## src/rtl/hilf_shaper.sv

```systemverilog
// hilf_shaper: per-channel integrating noise-shaper with min normalisation.
// Each stage adds its input to a per-channel state, clamps to 2^W-1, then
// subtracts the minimum over all channels so at least one channel is zero.
// ORDER=2 cascades a second stage fed by the first stage's output.
//
// Ports:
//   clk        clock, all state updates on the rising edge
//   rst        synchronous active-high reset
//   valid_in   st is valid; filter state advances only when high
//   st         N-bit up-transition vector, bit i = channel i
//   clr_sat    synchronous clear of sat_cnt (wins over increment)
//   sfi        registered filter outputs, channel i at sfi[i*W +: W]
//   su         registered minimum subtracted by the final stage
//   valid_out  sfi/su updated this cycle
//   sat_flag   at least one channel clamped in the sample now on sfi
//   sat_cnt    saturating count of clamped samples
module hilf_shaper #(
   parameter int unsigned N     = 18,
   parameter int unsigned W     = 4,
   parameter int unsigned ORDER = 1
) (
   input  logic             clk,
   input  logic             rst,
   input  logic             valid_in,
   input  logic [N-1:0]     st,
   input  logic             clr_sat,
   output logic [N*W-1:0]   sfi,
   output logic [W-1:0]     su,
   output logic             valid_out,
   output logic             sat_flag,
   output logic [7:0]       sat_cnt
);

   generate
      if (ORDER != 1 && ORDER != 2) begin : g_bad_order
         $error("hilf_shaper: ORDER must be 1 or 2");
      end
   endgenerate

   localparam logic [W:0] MAXV    = (W+1)'((1 << W) - 1);
   localparam logic [7:0] CNT_MAX = 8'hFF;

   logic [W-1:0]   fid1 [N];
   logic [W-1:0]   fid2 [N];
   logic [W:0]     sr1  [N];
   logic [W:0]     sr2  [N];
   logic [W-1:0]   c1   [N];
   logic [W-1:0]   c2   [N];
   logic [W-1:0]   fi1  [N];
   logic [W-1:0]   fi2  [N];
   logic [W-1:0]   su1;
   logic [W-1:0]   su2;
   logic           sat1;
   logic           sat2;
   logic           sat;
   logic [N*W-1:0] sfi_nxt;
   logic [W-1:0]   su_nxt;

   // Stage 1: integrate st, clamp, normalise by channel minimum
   always_comb begin
      su1  = '1;
      sat1 = 1'b0;
      for (int i = 0; i < N; i++) begin
         sr1[i] = {1'b0, fid1[i]} + (W+1)'(st[i]);
         if (sr1[i] > MAXV) begin
            c1[i] = MAXV[W-1:0];
            sat1  = 1'b1;
         end else begin
            c1[i] = sr1[i][W-1:0];
         end
         if (c1[i] < su1) su1 = c1[i];
      end
      for (int i = 0; i < N; i++) begin
         fi1[i] = c1[i] - su1;
      end
   end

   // Stage 2: same shape, fed by stage 1 output (only observed when ORDER=2)
   always_comb begin
      su2  = '1;
      sat2 = 1'b0;
      for (int i = 0; i < N; i++) begin
         sr2[i] = {1'b0, fid2[i]} + {1'b0, fi1[i]};
         if (sr2[i] > MAXV) begin
            c2[i] = MAXV[W-1:0];
            sat2  = 1'b1;
         end else begin
            c2[i] = sr2[i][W-1:0];
         end
         if (c2[i] < su2) su2 = c2[i];
      end
      for (int i = 0; i < N; i++) begin
         fi2[i] = c2[i] - su2;
      end
   end

   // Final-stage selection and packing
   always_comb begin
      sfi_nxt = '0;
      for (int i = 0; i < N; i++) begin
         sfi_nxt[i*W +: W] = (ORDER == 2) ? fi2[i] : fi1[i];
      end
      su_nxt = (ORDER == 2) ? su2 : su1;
      sat    = sat1 | ((ORDER == 2) & sat2);
   end

   // State and output registers
   always_ff @(posedge clk) begin
      if (rst) begin
         for (int i = 0; i < N; i++) begin
            fid1[i] <= '0;
            fid2[i] <= '0;
         end
         sfi       <= '0;
         su        <= '0;
         sat_flag  <= 1'b0;
         valid_out <= 1'b0;
         sat_cnt   <= '0;
      end else begin
         valid_out <= valid_in;
         if (valid_in) begin
            for (int i = 0; i < N; i++) begin
               fid1[i] <= fi1[i];
               fid2[i] <= fi2[i];
            end
            sfi      <= sfi_nxt;
            su       <= su_nxt;
            sat_flag <= sat;
         end
         if (clr_sat) begin
            sat_cnt <= '0;
         end else if (valid_in && sat && sat_cnt != CNT_MAX) begin
            sat_cnt <= sat_cnt + 8'd1;
         end
      end
   end

endmodule
```

## config.mk

```make
export PLATFORM = sky130hd
export DESIGN_NAME = hilf_shaper
export DESIGN_NICKNAME = d
export VERILOG_FILES = /design/src/rtl/hilf_shaper.sv
export SDC_FILE = /design/constraint.sdc
export NUM_CORES = 1
export LEC_CHECK = 0
export CAP_MARGIN = 20
export CORE_MARGIN = 2
export CORE_UTILIZATION = 30
export CTS_CLUSTER_DIAMETER = 40
export DETAILED_ROUTE_END_ITERATION = 8
export HOLD_SLACK_MARGIN = 0.05
export MAX_ROUTING_LAYER = met4
export PLACE_DENSITY = 0.45
export REMOVE_ABC_BUFFERS = 1
export SLEW_MARGIN = 15
export SYNTH_ARGS = -nofsm -noshare
export SYNTH_HDL_FRONTEND = slang
export SYNTH_SLANG_ARGS = --single-unit
```

## constraint.sdc

```tcl
create_clock -name clk -period 66.6 [get_ports clk]
set_input_delay 6.66 -clock clk [delete_from_list [all_inputs] [get_ports clk]]
set_output_delay 6.66 -clock clk [all_outputs]
set_load 0.05 [all_outputs]
```

==> out/results.txt <==
Die Width: 207 microns
First-pass GRT wire length: 57.0 mm
GRT overflow: 0
I/O Buffers: 107
Clk Latency, worst-skew pair: 460 ps
Ys flop type: dfxtp_1
Cell Rows: 74
Initial Util: 30.4%
Mapped Avg Cell Area: 8.95 sq um
DP Wirelength: 26.0 mm
Syn Inst Count: 1382
Run status: complete, no violations
GRT Total Usage: 17.2%
Largest net degree at the start of global routing: 77
Post-CTS Setup Inserts: 0
Ys async rst share: 0%
# setup viols final: 0
Total number of vias: 10461
CP endpoint: fid1[16][3]
Core Area: 0.0407 sq mm
R2r endpoint: fid1[16][3]
Final Net Count: 1656
WL met1: 16.9 mm
Largest family of logic cells by synthesized area: compound AO/OA/AOI/OAI gates
Final hold vios: 0
Crit path from: st[0]
Drt total wl: 35.6 mm
Metal2 WL: 17.2 mm
Tightest Hold Check Type: flip-flop to flip-flop
Post-synthesis sequential area ratio: 31.4%
Syn-to-layout area delta: 18.2%
Setup TNS Final: 0 ps
Die ar.: 0.0429 sq mm
Cts repair resizes: 0
WL met3: 1.18 mm
CTS tree: yes
Reg2reg path depth: 125
Crit path max fanout: 43
Routed vias/inst: 5.18
Syn. warnings: 0
CTS Buf Count: 17
Fin crit share: 50.7%
Sink Count: 158
DRC viols: 0
Element type at the critical path start: primary input
Fin crit period: 33780 ps
#FFs+latches synth: 158
Top sig layer: met4
Most used cell, CP: o21ai_0
Synth Area in Simple Gates: 20.5%
FF-to-FF Start: fid1[0][0]
Routed Antenna Nets: 0
Worst Tran Pin Value: 1090 ps
Max-slew violations: 0
Number of synthesized flops with an enable pin: 72
Required @ worst endpoint: 66840 ps
CP max stage cell: a2111oi_0
Pre-antenna DRT Iters: 5
Clock buffer depth: 2
Flop2flop setup slack: 39070 ps
Synth Area in XOR/XNOR: 2.97%
Yosys cell types: 92
Multiplexer area fraction after synthesis: 1.87%
WP data arrival: 34020 ps
Initial DRC count: 613
Clock Skew: 16.4 ps
RSZ-0062 raised after global routing: no
Worst-path clk slew: 60 ps
Max Freq: 0.0296 GHz
Share of post-route cells with drive strength above 1: 7.40%
Compound-Gate Fraction of Synth Area: 22.1%
Avg WL per Cell: 17.6 microns
Gpl congestion: 0.854
CP endpoint kind: flip-flop
Max-cap violations: 0
Vias in the first global route: 10382
H-tree depth: 4
Die height: 207 microns
Area of the mapped netlist: 0.0124 sq mm
Critical path class: primary input to flip-flop
N_diodes: 0
CP max stage delay: 660 ps
Post-CTS Hold Fix Bufs: 0
Initial antenna violation count: 0
Io pins: 108
Adder-Cell Fraction of Synth Area: 16.6%
Slew margin rel.: 27.6%
Clock tree root driver cell: clkbuf_16
-- Yosys cell counts (all sizes together) (17+ instances only) --
cell type  instances  area share [%]
edfxtp            72              17
dfxtp             86              14
nand4             21             1.1
mux2i             22             1.8
nor2             113             3.4
nand2b            39             2.0
xnor2             28             2.0
clkbuf            32             1.0
inv              100             3.0
nand3             54             2.3
or2               17            0.86
o21ai             72             2.9
a21o              79             4.8
a21oi             71             3.1
and2              29             1.5
nor3              36             1.5
ha               156              16
and3              46             2.3
nand2             75             2.3
nor2b             23             1.2
a31oi             23             1.7
-- layer usage --
layer / GRT usage (%) / vias to the layer above
li1: - / 5251
met1: 21.9 / 5033
met4: 3.57 / 0
met2: 28.8 / 163
met5: - / -
met3: 2.58 / 14
-- per-stage QoR --
step / hold slack [ps] / setup slack [ps] / util [%] / area, sq um / instances
floorplan: 674 / 35940 / - / 12200 / 1337
global placement: 434 / 33310 / 34.4 / 14000 / 1986
detailed placement: 439 / 32640 / 34.4 / 14000 / 1986
CTS: 453 / 33040 / 35.9 / 14600 / 2018
global route: 467 / 30020 / 35.9 / 14600 / 2018
finish: 449 / 32820 / 35.9 / 14600 / 2018
-- flip-flops by register name, indices dropped and copies added, names as in the netlist --
register and flops:
su 4, sat_flag 1, sfi 72, valid_out 1, fid1 72, sat_cnt 8
-- layout make-up --
class	count	area, sq um
Sequential cell	158	3880
Fill cell	4190	26100
Clock buffer	20	437
Clock inverter	12	163
Timing Repair Buffer	117	1150
Inverter	100	377
Tap cell	532	666
Multi-Input combinational cell	1079	7950
-- cells in the final DEF (no fill, tap or decap), types with 16 or more instances in the layout --
| master | instances |
|---|---|
| xnor2_1 | 28 |
| a21o_1 | 79 |
| clkbuf_16 | 17 |
| nand2_1 | 75 |
| nor2b_1 | 23 |
| nor3_1 | 36 |
| or2_2 | 16 |
| nand4_1 | 21 |
| nand2b_1 | 37 |
| a21oi_1 | 68 |
| ha_1 | 155 |
| edfxtp_1 | 72 |
| dfxtp_1 | 86 |
| and2_1 | 28 |
| mux2i_1 | 22 |
| inv_1 | 97 |
| o21ai_0 | 67 |
| a31oi_1 | 16 |
| and3_1 | 46 |
| nor2_1 | 112 |
| nand3_1 | 52 |
| clkdlybuf4s50_1 | 107 |
-- worst max-delay path: cells and delay by family --
family,cells,cell delay (ps)
muxes,2,690
and+or+nand+nor,31,5310
buffers and inverters,5,1610
AOI/OAI and AO/OA,67,13800
xor gates and xnor gates,1,220
adders and majority gates,20,5680
-- cell families after synthesis --
group	count (synthesis)
AOI/OAI and AO/OA	366
xor gates and xnor gates	42
adders and majority gates	161
buffers and inverters	145
DFF	158
muxes	23
and+or+nand+nor	487
-- worst min-delay path by stage --
stage	start	end	slack, ps	cells past startpoint
after floorplan	su[2]	su[2]	670	2
after global placement	sfi[58]	sfi[58]	430	1
after detailed placement	sfi[58]	sfi[58]	440	1
after CTS	sfi[33]	sfi[33]	450	1
after global routing	sfi[56]	sfi[56]	470	1
final	sfi[33]	sfi[33]	450	1
Power is left out: the tool's default activity adds up to more than one toggle a clock period on the data nets, which glitch-free logic cannot reach.
